--- src/rtl/small_result_packer.sv ---
`default_nettype none
// ============================================================================
// Module      : small_result_packer
// Description : Packs 4*DW-bit result words from a multiplier node into
//               256-bit output lines (K = 256/(4*DW) words per line, slot 0 in
//               the least significant bits). Completed lines are queued in a
//               FIFO_DEPTH-entry line FIFO. The head line is presented on
//               registered outputs. Each line is tagged "last" when it closes
//               a node of (num_of_line_per_node_minusone + 1) lines.
//
//   Ports
//     clk                            : single clock, rising edge
//     rst                            : synchronous reset, active low
//     in_data / in_vld / in_ready    : result word input handshake
//     num_of_line_per_node_minusone  : lines per node minus one, latched at
//                                      node start
//     max_exponent / max_exponent_vld: node exponent and its qualifying strobe
//     out_data / out_vld / out_ready : packed line output handshake
//     out_last                       : head line is the final line of a node
//     out_max_exponent               : exponent tag of the head line
//
//   Build option
//     RESULT_PACKER_MAXEXP_EN : when defined, exponent tagging is built.
//                               When undefined, out_max_exponent is
//                               constant 0 and the exponent inputs are unused.
//
// Revision    : 1.0 - initial release
// ============================================================================
module small_result_packer #(
    parameter int DW         = 32,
    parameter int FIFO_DEPTH = 4
) (
    input  logic            clk,
    input  logic            rst,
    input  logic [4*DW-1:0] in_data,
    input  logic            in_vld,
    output logic            in_ready,
    input  logic [10:0]     num_of_line_per_node_minusone,
    input  logic [7:0]      max_exponent,
    input  logic            max_exponent_vld,
    output logic [255:0]    out_data,
    output logic            out_vld,
    input  logic            out_ready,
    output logic            out_last,
    output logic [7:0]      out_max_exponent
);

    localparam int c_word_w = 4 * DW;
    localparam int c_k      = 256 / c_word_w;
    localparam int c_slot_w = (c_k > 1) ? $clog2(c_k) : 1;
    localparam int c_ptr_w  = $clog2(FIFO_DEPTH);

    localparam logic [c_slot_w-1:0] c_last_slot = c_slot_w'(c_k - 1);
    localparam logic [c_ptr_w:0]    c_full_cnt  = (c_ptr_w + 1)'(FIFO_DEPTH);
    localparam logic [c_ptr_w-1:0]  c_ptr_one   = c_ptr_w'(1);

    // ------------------------------------------------------------------
    // Line assembly state
    // ------------------------------------------------------------------
    logic [c_slot_w-1:0] r_slot_cnt;
    logic [255:0]        r_line;
    logic [10:0]         r_line_cnt;
    logic [10:0]         r_lines_m1;

    // ------------------------------------------------------------------
    // Line FIFO state
    // ------------------------------------------------------------------
    logic [255:0]       r_data_mem [FIFO_DEPTH];
    logic               r_last_mem [FIFO_DEPTH];
    logic [c_ptr_w-1:0] r_wr_ptr;
    logic [c_ptr_w-1:0] r_rd_ptr;
    logic [c_ptr_w:0]   r_count;

    logic [255:0]       r_out_data;
    logic               r_out_vld;
    logic               r_out_last;

    // ------------------------------------------------------------------
    // Combinational control
    // ------------------------------------------------------------------
    logic               w_full;
    logic               w_slot_last;
    logic               w_in_hs;
    logic               w_push;
    logic               w_pop;
    logic               w_latch;
    logic [10:0]        w_lines_m1;
    logic               w_push_last;
    logic [255:0]       w_line_next;
    logic [c_ptr_w-1:0] w_rd_nxt;
    logic [c_ptr_w:0]   w_cnt_nxt;
    logic               w_head_bypass;

    assign w_full      = (r_count == c_full_cnt);
    assign w_slot_last = (r_slot_cnt == c_last_slot);

    // Stall only when the incoming word would complete a line that has no
    // FIFO room; out_ready deliberately does not participate.
    assign in_ready    = !w_slot_last || !w_full;

    assign w_in_hs     = in_vld && in_ready;
    assign w_push      = w_in_hs && w_slot_last;
    assign w_pop       = r_out_vld && out_ready;

    // The line count is captured on the first word of a node. When K == 1
    // that same word also completes the line, so the fresh value is used.
    assign w_latch     = w_in_hs && (r_line_cnt == 11'd0) && (r_slot_cnt == '0);
    assign w_lines_m1  = w_latch ? num_of_line_per_node_minusone : r_lines_m1;
    assign w_push_last = (r_line_cnt == w_lines_m1);

    // Current line with the incoming word merged into its slot; this is
    // also the value pushed when the word lands in the final slot.
    always_comb begin
        w_line_next = r_line;
        for (int i = 0; i < c_k; i++) begin
            if (r_slot_cnt == c_slot_w'(i)) begin
                w_line_next[i*c_word_w +: c_word_w] = in_data;
            end
        end
    end

    assign w_rd_nxt = w_pop ? (r_rd_ptr + c_ptr_one) : r_rd_ptr;

    always_comb begin
        w_cnt_nxt = r_count;
        case ({w_push, w_pop})
            2'b10:   w_cnt_nxt = r_count + 1'b1;
            2'b01:   w_cnt_nxt = r_count - 1'b1;
            default: w_cnt_nxt = r_count;
        endcase
    end

    // When the pushed entry becomes the head in the same cycle, the memory
    // does not hold it yet, so the output register takes it directly.
    assign w_head_bypass = w_push && (r_wr_ptr == w_rd_nxt);

    // ------------------------------------------------------------------
    // Line assembly and node line counter
    // ------------------------------------------------------------------
    always_ff @(posedge clk) begin
        if (!rst) begin
            r_slot_cnt <= '0;
            r_line_cnt <= 11'd0;
            r_lines_m1 <= 11'd0;
        end else begin
            if (w_latch) begin
                r_lines_m1 <= num_of_line_per_node_minusone;
            end
            if (w_in_hs) begin
                r_slot_cnt <= w_slot_last ? '0 : (r_slot_cnt + 1'b1);
            end
            if (w_push) begin
                r_line_cnt <= w_push_last ? 11'd0 : (r_line_cnt + 11'd1);
            end
        end
    end

    // Partial line contents need no reset: slot_cnt decides what is valid.
    always_ff @(posedge clk) begin
        if (w_in_hs) begin
            r_line <= w_line_next;
        end
    end

    // ------------------------------------------------------------------
    // Line FIFO
    // ------------------------------------------------------------------
    always_ff @(posedge clk) begin
        if (w_push) begin
            r_data_mem[r_wr_ptr] <= w_line_next;
            r_last_mem[r_wr_ptr] <= w_push_last;
        end
    end

    always_ff @(posedge clk) begin
        if (!rst) begin
            r_wr_ptr   <= '0;
            r_rd_ptr   <= '0;
            r_count    <= '0;
            r_out_vld  <= 1'b0;
            r_out_data <= '0;
            r_out_last <= 1'b0;
        end else begin
            if (w_push) begin
                r_wr_ptr <= r_wr_ptr + c_ptr_one;
            end
            r_rd_ptr   <= w_rd_nxt;
            r_count    <= w_cnt_nxt;
            r_out_vld  <= (w_cnt_nxt != '0);
            r_out_data <= w_head_bypass ? w_line_next  : r_data_mem[w_rd_nxt];
            r_out_last <= w_head_bypass ? w_push_last  : r_last_mem[w_rd_nxt];
        end
    end

    assign out_data = r_out_data;
    assign out_vld  = r_out_vld;
    assign out_last = r_out_last;

    // ------------------------------------------------------------------
    // Exponent tagging
    // ------------------------------------------------------------------
`ifdef RESULT_PACKER_MAXEXP_EN
    logic [7:0] r_exp_latch;
    logic [7:0] r_exp_mem [FIFO_DEPTH];
    logic [7:0] r_out_exp;
    logic [7:0] w_exp_tag;

    // A strobe coinciding with the push is already part of that line's tag.
    assign w_exp_tag = max_exponent_vld ? max_exponent : r_exp_latch;

    always_ff @(posedge clk) begin
        if (!rst) begin
            r_exp_latch <= 8'd0;
        end else if (w_push && w_push_last) begin
            r_exp_latch <= 8'd0;
        end else if (max_exponent_vld) begin
            r_exp_latch <= max_exponent;
        end
    end

    always_ff @(posedge clk) begin
        if (w_push) begin
            r_exp_mem[r_wr_ptr] <= w_exp_tag;
        end
    end

    always_ff @(posedge clk) begin
        if (!rst) begin
            r_out_exp <= 8'd0;
        end else begin
            r_out_exp <= w_head_bypass ? w_exp_tag : r_exp_mem[w_rd_nxt];
        end
    end

    assign out_max_exponent = r_out_exp;
`else
    logic w_unused_exp;
    assign w_unused_exp     = ^{max_exponent, max_exponent_vld};
    assign out_max_exponent = 8'd0;
`endif

endmodule
`default_nettype wire

--- config.mk ---
export PLATFORM = sky130hd
export DESIGN_NAME = small_result_packer
export DESIGN_NICKNAME = d
export VERILOG_FILES = /design/src/rtl/small_result_packer.sv
export SDC_FILE = /design/constraint.sdc
export NUM_CORES = 2
export LEC_CHECK = 0
export ABC_AREA = 1
export ABC_CLOCK_PERIOD_IN_PS = 78400
export BUFFER_PORTS_ARGS = -buffer_cell sky130_fd_sc_hd__buf_4
export CAP_MARGIN = 40
export CELL_PAD_IN_SITES_DETAIL_PLACEMENT = 1
export CELL_PAD_IN_SITES_GLOBAL_PLACEMENT = 2
export CORE_AREA = 3 3 401 502
export CTS_BUF_LIST = sky130_fd_sc_hd__clkbuf_4
export DETAILED_ROUTE_END_ITERATION = 6
export DIE_AREA = 0 0 404 505
export GPL_TIMING_DRIVEN = 0
export PLACE_DENSITY_LB_ADDON = 0.1
export SYNTH_ARGS = -nofsm -noshare
export SYNTH_HDL_FRONTEND = slang
export SYNTH_SLANG_ARGS = --single-unit
--- constraint.sdc ---
create_clock -name clk -period 78.4 [get_ports clk]
set_clock_uncertainty 0.1 [all_clocks]
set_input_delay 15.68 -clock clk [delete_from_list [all_inputs] [get_ports clk]]
set_output_delay 15.68 -clock clk [all_outputs]
set_load 0.05 [all_outputs]
==> run metrics <==
outcome=completed; sequential share of the synthesized area=0.752; ys async rst share=0; Hold WC Path Type=flop to flop; worst r2r src=r_count[0]; global-route wire length before repair=316000 um; final setup violation count=0; 1st-iter DRT viols=2658; chip width=404 um; Crit. Startpoint=r_slot_cnt; largest net degree at the start of global routing=24; area grow syn2layout=23.5%; Chip Height=505 um; # IOs=419; crit path time final=19.58 ns; setup TNS=0 ns; Critical Setup Path Class=flop to output port; Die ar.=204000 um^2; RSZ-0062 raised after global routing=false; pins over their slew limit=0; DRC=0; PortBufs=401; Routed Antenna Nets=0; Leak=26.4 nW; Post-Syn Area=59000 um^2; antenna violations before repair=32; syn_area_per_cell=12.2 um^2; Hold Violations, Final=0; first drt pass iteration count=5; Critical Path RT=62.62 ns; cts repair resizes=0; Nets=5916; Critical Path Sink=in_ready; Tcrit/Tclk final=0.250; crit path launch type=flop; Overflow after GRT=0; VDD IR max=0.0158 mV; TritonCTS clock tree=built; overall routing resource usage=0.213; slew margin rel.=0.407; Worst-Margin Slew=0.880 ns; max cap viols=0; Netlist cell types=37; Initial Util=0.300; post-DR vias/cell=4.84; vias in the first global route=44316; most common cell after layout, fill and taps aside=edfxtp_1; WHS=0.378 ns; Crit. End Element=output port; hold buffer count at cts=0; via count=41980; Worst Reg-to-Reg Cells=11; Clock Tree Buf Depth=4; Fmax achieved=51.1 MHz; EDFF count, synth=1284; share of layout cells above drive strength 1=0.214; register bit total from synthesis=1572; DP HPWL=152000 um; power density over the cells=32.3 nW/um^2; most frequent cells in the layout=1284 x edfxtp_1, 1056 x nor2_1, 819 x o21ai_0; CTS H-tree lvls=5; clk_lat worst skew=1.38 ns; r2r setup slk=74.41 ns; CORE AREA=197000 um^2; clock transition at the registers of the reported paths=0.06 ns; gpl congestion=0.759; Routed Wire Length=221000 um; Synth Instances=4827; post-CTS setup repair buffer count=0; Max Fanout on Critical Path=10; worst reg2reg path endpoint=r_data_mem[0][182]; # clock sinks=1572; critical path data arrival time=3.80 ns; Ys Warns=0; FP Rows=182; CTS buffer count=424; Top FF cell, synth=edfxtp_1; CTS root buffer=clkbuf_4; post-DR wirelength/cell=25.5 um
[routing by layer]
layer / vias up / track usage / part of all wire
li1: 19296 / - / -
met4: 2 / 0.0570 / 0.019
met2: 1291 / 0.339 / 0.46
met5: - / 0 / 0.000059
met3: 277 / 0.0381 / 0.054
met1: 21114 / 0.299 / 0.47
[worst min-delay path by stage]
stage | cells after the start | slack [ns] | startpoint | end
after global routing | 2 | 0.40 | r_lines_m1[8] | r_lines_m1[8]
after CTS | 2 | 0.38 | r_lines_m1[4] | r_lines_m1[4]
final | 2 | 0.38 | r_lines_m1[0] | r_lines_m1[0]
after floorplan | 2 | 0.36 | r_lines_m1[0] | r_lines_m1[0]
after detailed placement | 2 | 0.37 | r_lines_m1[4] | r_lines_m1[4]
after global placement | 2 | 0.37 | r_lines_m1[7] | r_lines_m1[7]
[cell families (layout without fill, tap and decap cells)]
family | count (synthesis) | count (layout) | share of synthesized area
compound gates | 1310 | 1310 | 0.117
xor+xnor | 9 | 9 | 0.00146
fa+ha+maj | 8 | 8 | 0.00183
buf+inv | 497 | 1756 | 0.0343
flops | 1572 | 1572 | 0.752
other cells | 1 | 21 | 0.0000636
simple gates | 1430 | 1430 | 0.0935
[layout make-up]
type,count,area (um^2)
Clock inverter,72,359
Fill cell,21491,124000
Buffer,323,1380
Antenna cell,13,32.5
Inverter,174,653
Timing Repair Buffer,496,4970
Multi-Input combinational cell,2765,12700
Sequential cell,1572,44300
Tap cell,2576,3220
Clock buffer,691,5190
[critical path, cell delays in order (launching register included)]
cell	delay [ns]
dfxtp_1	0.51
buf_2	0.65
buf_1	0.45
clkbuf_1	0.49
nand2_1	0.15
buf_4	0.22
[registers in the layout, summed over array words and instances, names as in the netlist]
name	cells
out_data	256
r_count	3
out_last	1
r_rd_ptr	2
r_line	256
r_wr_ptr	2
r_slot_cnt	1
r_line_cnt	11
r_last_mem	4
r_lines_m1	11
out_vld	1
r_data_mem	1024
[Yosys cell counts, types with 9 or more instances]
library cell / count / area [um^2]
a21oi_1: 204 / 1020
buf_1: 9 / 33.8
buf_2: 44 / 220
buf_4: 23 / 173
clkbuf_1: 244 / 916
dfxtp_1: 288 / 5770
edfxtp_1: 1284 / 38600
inv_1: 166 / 623
nand2_1: 319 / 1200
nand2_2: 10 / 62.6
nand3_1: 15 / 75.1
nand4_1: 11 / 68.8
nor2_1: 1060 / 3980
o21ai_0: 819 / 4100
o21ai_1: 24 / 120
o22ai_1: 257 / 1610
[metrics by stage]
stage          std cells   util  instance area (um^2)  setup slack [ns]  total power, mW
2_1_floorplan       4834      -                 59000             42.38             1.36
3_3_place_gp        7811  0.331                 65200             21.43             1.63
3_5_place_dp        7906  0.342                 67200             59.11             1.63
4_1_cts             8669  0.370                 72800             58.58             2.39
5_1_grt             8673  0.370                 72800             58.56             2.47
6_report            8682  0.370                 72800             58.82             2.35
[report_power, final]
group          internal (mW)  switching [mW]
clock network          0.405           0.345
logic                  0.153           0.443
registers              0.976          0.0281
total                   1.53           0.816
(Power assumes the default switching activity.)
